**src/rtl/muldiv_unit.sv**
```systemverilog
// Multi-cycle MULT/MULTU/DIV/DIVU unit owning the HI/LO registers, with MTHI/MTLO writes.
// Optional abort input 'cancel' is compiled in when MULDIV_CANCEL_EN is defined.
module muldiv_unit #(
    parameter int WIDTH      = 32,
    parameter int MUL_CYCLES = 1
) (
    input  logic             clk,
    input  logic             rst,
    input  logic             start,
    input  logic [1:0]       op,
    input  logic [WIDTH-1:0] a,
    input  logic [WIDTH-1:0] b,
    input  logic             hi_we,
    input  logic             lo_we,
    input  logic [WIDTH-1:0] wdata,
`ifdef MULDIV_CANCEL_EN
    input  logic             cancel,
`endif
    output logic             busy,
    output logic             done,
    output logic [WIDTH-1:0] hi,
    output logic [WIDTH-1:0] lo
);

    typedef enum logic [1:0] {
        IDLE = 2'b00,
        MUL  = 2'b01,
        DIV  = 2'b10,
        FIX  = 2'b11
    } state_t;

    localparam int CNT_MAX = (WIDTH > MUL_CYCLES) ? WIDTH : MUL_CYCLES;
    localparam int CW      = $clog2(CNT_MAX + 1);
    localparam logic [CW-1:0] CNT_ONE  = CW'(1);
    localparam logic [CW-1:0] MUL_LAST = CW'(MUL_CYCLES - 1);
    localparam logic [CW-1:0] DIV_LAST = CW'(WIDTH - 1);

    state_t             state_r, state_s;
    logic [CW-1:0]      cnt_r, cnt_s;
    logic [2*WIDTH-1:0] prod_r, prod_s;
    logic [WIDTH-1:0]   rem_r, rem_s;
    logic [WIDTH-1:0]   quo_r, quo_s;
    logic [WIDTH-1:0]   dvs_r, dvs_s;
    logic               qneg_r, qneg_s;
    logic               rneg_r, rneg_s;
    logic [WIDTH-1:0]   hi_s, lo_s;
    logic               done_s;
    logic               cancel_s;

    logic               a_neg_s, b_neg_s;
    logic [WIDTH-1:0]   a_abs_s, b_abs_s;
    logic [2*WIDTH-1:0] a_ext_s, b_ext_s, mul_s;
    logic [WIDTH:0]     sh_s;
    logic               ge_s;

`ifdef MULDIV_CANCEL_EN
    assign cancel_s = cancel;
`else
    assign cancel_s = 1'b0;
`endif

    // Sign/magnitude preparation; a sign-extended 2W-bit product equals the signed product.
    assign a_neg_s = ~op[0] & a[WIDTH-1];
    assign b_neg_s = ~op[0] & b[WIDTH-1];
    assign a_abs_s = a_neg_s ? -a : a;
    assign b_abs_s = b_neg_s ? -b : b;
    assign a_ext_s = {{WIDTH{a_neg_s}}, a};
    assign b_ext_s = {{WIDTH{b_neg_s}}, b};
    assign mul_s   = a_ext_s * b_ext_s;

    // One restoring step: the shifted remainder needs WIDTH+1 bits for the compare only.
    assign sh_s = {rem_r, quo_r[WIDTH-1]};
    assign ge_s = (sh_s >= {1'b0, dvs_r});

    assign busy = (state_r != IDLE);

    // Next-state and datapath update logic.
    always_comb begin
        state_s = state_r;
        cnt_s   = cnt_r;
        prod_s  = prod_r;
        rem_s   = rem_r;
        quo_s   = quo_r;
        dvs_s   = dvs_r;
        qneg_s  = qneg_r;
        rneg_s  = rneg_r;
        hi_s    = hi;
        lo_s    = lo;
        done_s  = 1'b0;
        if (cancel_s && (state_r != IDLE)) begin
            state_s = IDLE;
            cnt_s   = {CW{1'b0}};
        end else begin
            case (state_r)
                IDLE: begin
                    if (hi_we) hi_s = wdata;
                    else       hi_s = hi;
                    if (lo_we) lo_s = wdata;
                    else       lo_s = lo;
                    if (start && !cancel_s) begin
                        cnt_s = {CW{1'b0}};
                        if (!op[1]) begin
                            state_s = MUL;
                            prod_s  = mul_s;
                        end else if (b != {WIDTH{1'b0}}) begin
                            state_s = DIV;
                            quo_s   = a_abs_s;
                            dvs_s   = b_abs_s;
                            rem_s   = {WIDTH{1'b0}};
                            qneg_s  = a_neg_s ^ b_neg_s;
                            rneg_s  = a_neg_s;
                        end else begin
                            // Divide by zero skips iteration: LO = all ones, HI = dividend.
                            state_s = FIX;
                            quo_s   = {WIDTH{1'b1}};
                            rem_s   = a;
                            qneg_s  = 1'b0;
                            rneg_s  = 1'b0;
                        end
                    end else begin
                        state_s = IDLE;
                    end
                end
                MUL: begin
                    if (cnt_r == MUL_LAST) begin
                        hi_s    = prod_r[2*WIDTH-1:WIDTH];
                        lo_s    = prod_r[WIDTH-1:0];
                        done_s  = 1'b1;
                        state_s = IDLE;
                        cnt_s   = {CW{1'b0}};
                    end else begin
                        cnt_s = cnt_r + CNT_ONE;
                    end
                end
                DIV: begin
                    rem_s = ge_s ? (sh_s[WIDTH-1:0] - dvs_r) : sh_s[WIDTH-1:0];
                    quo_s = {quo_r[WIDTH-2:0], ge_s};
                    if (cnt_r == DIV_LAST) begin
                        state_s = FIX;
                        cnt_s   = {CW{1'b0}};
                    end else begin
                        cnt_s = cnt_r + CNT_ONE;
                    end
                end
                FIX: begin
                    lo_s    = qneg_r ? -quo_r : quo_r;
                    hi_s    = rneg_r ? -rem_r : rem_r;
                    done_s  = 1'b1;
                    state_s = IDLE;
                end
                default: begin
                    state_s = IDLE;
                    cnt_s   = {CW{1'b0}};
                end
            endcase
        end
    end

    // State, datapath and architectural HI/LO registers.
    always_ff @(posedge clk or posedge rst) begin
        if (rst) begin
            state_r <= IDLE;
            cnt_r   <= {CW{1'b0}};
            prod_r  <= {(2*WIDTH){1'b0}};
            rem_r   <= {WIDTH{1'b0}};
            quo_r   <= {WIDTH{1'b0}};
            dvs_r   <= {WIDTH{1'b0}};
            qneg_r  <= 1'b0;
            rneg_r  <= 1'b0;
            hi      <= {WIDTH{1'b0}};
            lo      <= {WIDTH{1'b0}};
            done    <= 1'b0;
        end else begin
            state_r <= state_s;
            cnt_r   <= cnt_s;
            prod_r  <= prod_s;
            rem_r   <= rem_s;
            quo_r   <= quo_s;
            dvs_r   <= dvs_s;
            qneg_r  <= qneg_s;
            rneg_r  <= rneg_s;
            hi      <= hi_s;
            lo      <= lo_s;
            done    <= done_s;
        end
    end

endmodule
```
**config.mk**
```make
export PLATFORM = sky130hd
export DESIGN_NAME = muldiv_unit
export DESIGN_NICKNAME = d
export VERILOG_FILES = /design/src/rtl/muldiv_unit.sv
export SDC_FILE = /design/constraint.sdc
export NUM_CORES = 2
export LEC_CHECK = 0
export ABC_AREA = 1
export CAP_MARGIN = 20
export CORE_MARGIN = 2
export CORE_UTILIZATION = 65
export CTS_CLUSTER_SIZE = 24
export DETAILED_ROUTE_END_ITERATION = 6
export PLACE_DENSITY = 0.84
export SYNTH_ARGS = -nofsm -noshare
export SYNTH_HDL_FRONTEND = slang
export SYNTH_SLANG_ARGS = --single-unit
```
**constraint.sdc**
```tcl
create_clock -name clk -period 14.87 [get_ports clk]
set_input_delay 2.974 -clock clk [delete_from_list [all_inputs] [get_ports clk]]
set_output_delay 2.974 -clock clk [all_outputs]
set_load 0.02 [all_outputs]
```
==> parameters.txt <==
Parameter                              Value

Status
  Outcome ... complete, but fails checks
  Violations in the final reports ... DRC

STA
  Final Setup Violations ... 0
  Hold Fails Final Rpt ... 0
  Setup repair after global routing missed its margin ... no
  Worst hold margin ... 486 ps
  Top achievable clock speed ... 87.4 MHz
  Worst clock skew ... 29.9 ps
  Final worst path period need ... 11440 ps
  Final worst-path cycle share ... 76.9%
  Number of slew-limit violations in the final report ... 0
  Worst slew margin relative to its limit ... 19.7%
  Fin Setup TNS ... 0 ps
  Measured slew at the worst slew-check pin ... 1200 ps

Floorplan
  Site Rows ... 107
  Initial core utilization ... 65.9%
  Height of the die ... 298 microns
  Die area ... 89000 sq um
  Overall die width ... 298 microns
  CORE AREA ... 85500 sq um
  I/O pin total ... 169

Logic synthesis
  EDFF count, synth ... 0
  Primary FF master, synth ... dfrtp_1
  Synth cell count leaders ... 1928 x nand2_1, 1916 x inv_1, 1126 x fa_1, 543 x nor2_1, 279 x nand3_1
  Top post-synthesis cells by area ... fa_1 40%, nand2_1 13%, inv_1 13%
  Synth Net Count ... 9007
  Flip-flop and latch count after synthesis ... 235
  Synth Cell Area ... 56300 sq um
  Most area-hungry cell type in the Yosys netlist ... fa_1
  Number of warnings reported in the yosys synthesis log ... 0
  Synth cell types ... 53
  Fraction of registers with async set/reset ... 100%
  Most frequently used cell type in the post-synthesis netlist ... nand2_1
  Proportion of netlist area held by the largest area contributor ... 40.0%
  Synthesized area per cell ... 7.49 sq um
  Sequential element share of the synthesized area ... 10.4%
  Cell count after synthesis ... 7522

Clock network
  Root Buffer ... clkbuf_16
  Cts-stage hold buffer count ... 0
  Resized cells post-CTS ... 0
  Skew-Pair Late Insertion Delay ... 600 ps
  Number of buffers inserted during clock tree synthesis ... 27
  Sinks on Clock Net ... 235
  Clock tree from TritonCTS ... yes
  Count of buffers added by post-CTS timing repair for setup ... 0
  H-tree Lvls ... 1
  CTS clock-pin slew for the worst setup and hold paths ... 60 ps
  CTS Buffer Depth ... 3

Drt
  Met1 wire length ... 67000 microns
  Total wirelength of the detailed-routed design ... 195000 microns
  Top Layer Used ... met5
  Total iterations of the first detailed-routing run ... 7
  Via/cell ratio ... 5.87
  Routed WL per cell ... 22.6 microns
  Total number of vias ... 50600
  Iteration-0 DRC Markers ... 5582
  Met3 wire length ... 23100 microns
  Routed Antenna Nets ... 0
  DRC violation count after routing ... 3
  Routed length on met2 ... 89100 microns

Critical path
  Largest stage delay on the critical path ... 1200 ps
  Critical path data required time ... 15340 ps
  Destination of the worst register-to-register timing path ... rem_r[11]
  Slowest cell on crit path ... fa_1
  CP Capture Type ... flip-flop
  Startpoint types ... primary input
  Reg2Reg Setup Slack ... 11380 ps
  Type of the worst setup path ... primary input to flip-flop
  Count of cells along the worst register-to-register path ... 13
  Worst EP arrival ... 11900 ps
  Worst-path maximum fanout ... 33
  Most prevalent standard cell on the critical path ... fa_1
  Critical Path End ... prod_r[60]
  Worst r2r src ... rem_r[8]
  Source of the critical timing path ... b[0]

Global route
  Remaining global-route overflow ... 0
  First-pass GRT wire length ... 299000 microns
  All-layer global routing usage ... 44.3%
  Initial antenna violation count ... 4
  Maximum number of pins on one net before global-route repair ... 91
  Vias in the first global route ... 52800

Final layout
  Area growth syn-to-layout ... 5.57%
  Final Net Count ... 8933
  Filler cell count in the final layout ... 7017
  Layout cells sized above 1 ... 2.88%
  Area used by multi-input combinational logic ... 41800 sq um
  Area taken by flip-flops and latches ... 5880 sq um

Flow run
  Reported max-cap violation count ... 0

Placed design
  IO buf count ... 168
  Detailed-placement wirelength estimate ... 152000 microns
  Final estimated routing congestion in global placement ... 1.07

Hold path
  Min-Delay Startpoint ... prod_r[21]
  Type of the tightest min-delay check ... flip-flop to flip-flop
==> cell families (layout without fill, tap and decap cells) <==
logic type / after synthesis / after routing / share of synthesized area (%)
XOR/XNOR: 97 / 97 / 1.51
AO/OA/AOI/OAI: 624 / 624 / 6.21
buffers and inverters: 2285 / 2232 / 15.4
flip-flops: 235 / 235 / 10.4
adder cells (fa/ha/maj): 1382 / 1382 / 45.7
AND/OR/NAND/NOR: 2899 / 2899 / 20.7
other: 0 / 4 / 0
==> worst max-delay path: cells and delay by family <==
kind	cells	cell delay [ps]
fa+ha+maj	9	5400
buf+inv	8	1800
simple gates	11	1660
==> state kept, by name (all words and copies together) (netlist names) <==
register	cells
rneg_r	1
prod_r	64
quo_r	32
hi	32
lo	32
done	1
rem_r	32
dvs_r	32
cnt_r	6
qneg_r	1
state_r	2
==> how the worst min path moves through the flow <==
stage                       to  cells past startpoint  slack (ps)
global route        prod_r[18]                      2         500
finish              prod_r[21]                      2         490
floorplan            prod_r[3]                      2         440
CTS                  dvs_r[28]                      2         490
global placement     dvs_r[28]                      2         460
detailed placement   dvs_r[28]                      2         470
==> layer usage <==
| metal | track usage [%] | vias to the layer above |
|---|---|---|
| li1 | - | 21800 |
| met5 | 0.582 | - |
| met1 | 54.2 | 24600 |
| met4 | 28.3 | 8 |
| met3 | 11.1 | 945 |
| met2 | 70.6 | 3243 |
==> layout make-up <==
cell class,instances,area share [%]
antenna,4,0.0168
clock buffer,36,1.33
clock inverter,14,0.261
inverter,1927,12.2
multi-input combinational,5002,70.2
sequential,235,9.89
tap,1144,2.41
timing repair buffer,255,3.69
==> through the flow <==
stage                     instance area, sq um  utilization, %  cells  setup slack, ps
final                                    59500            69.5   8617             3430
after global routing                     59500            69.5   8613             2970
after CTS                                59400            69.5   8612             3540
after detailed placement                 58500            68.4   8562             2970
after global placement                   58500            68.3   8561             3130
after floorplan                          56300               -   7522             4690
==> cells in the final DEF, fill, tap and decap left out, drive strengths merged, types with 36 or more instances in the layout <==
cell	synthesis	layout
nand4	62	62
clkdlybuf4s50	0	133
dfrtp	235	235
nand3	282	282
a21oi	221	221
buf	146	122
o21ai	247	247
ha	256	256
clkbuf	212	36
xor2	62	62
o211ai	38	38
nand2	1930	1930
fa	1126	1126
nor2	547	547
inv	1924	1927
Power is not shown: default switching activity piles up to over one toggle a cycle in this logic, so the estimate is an artifact.
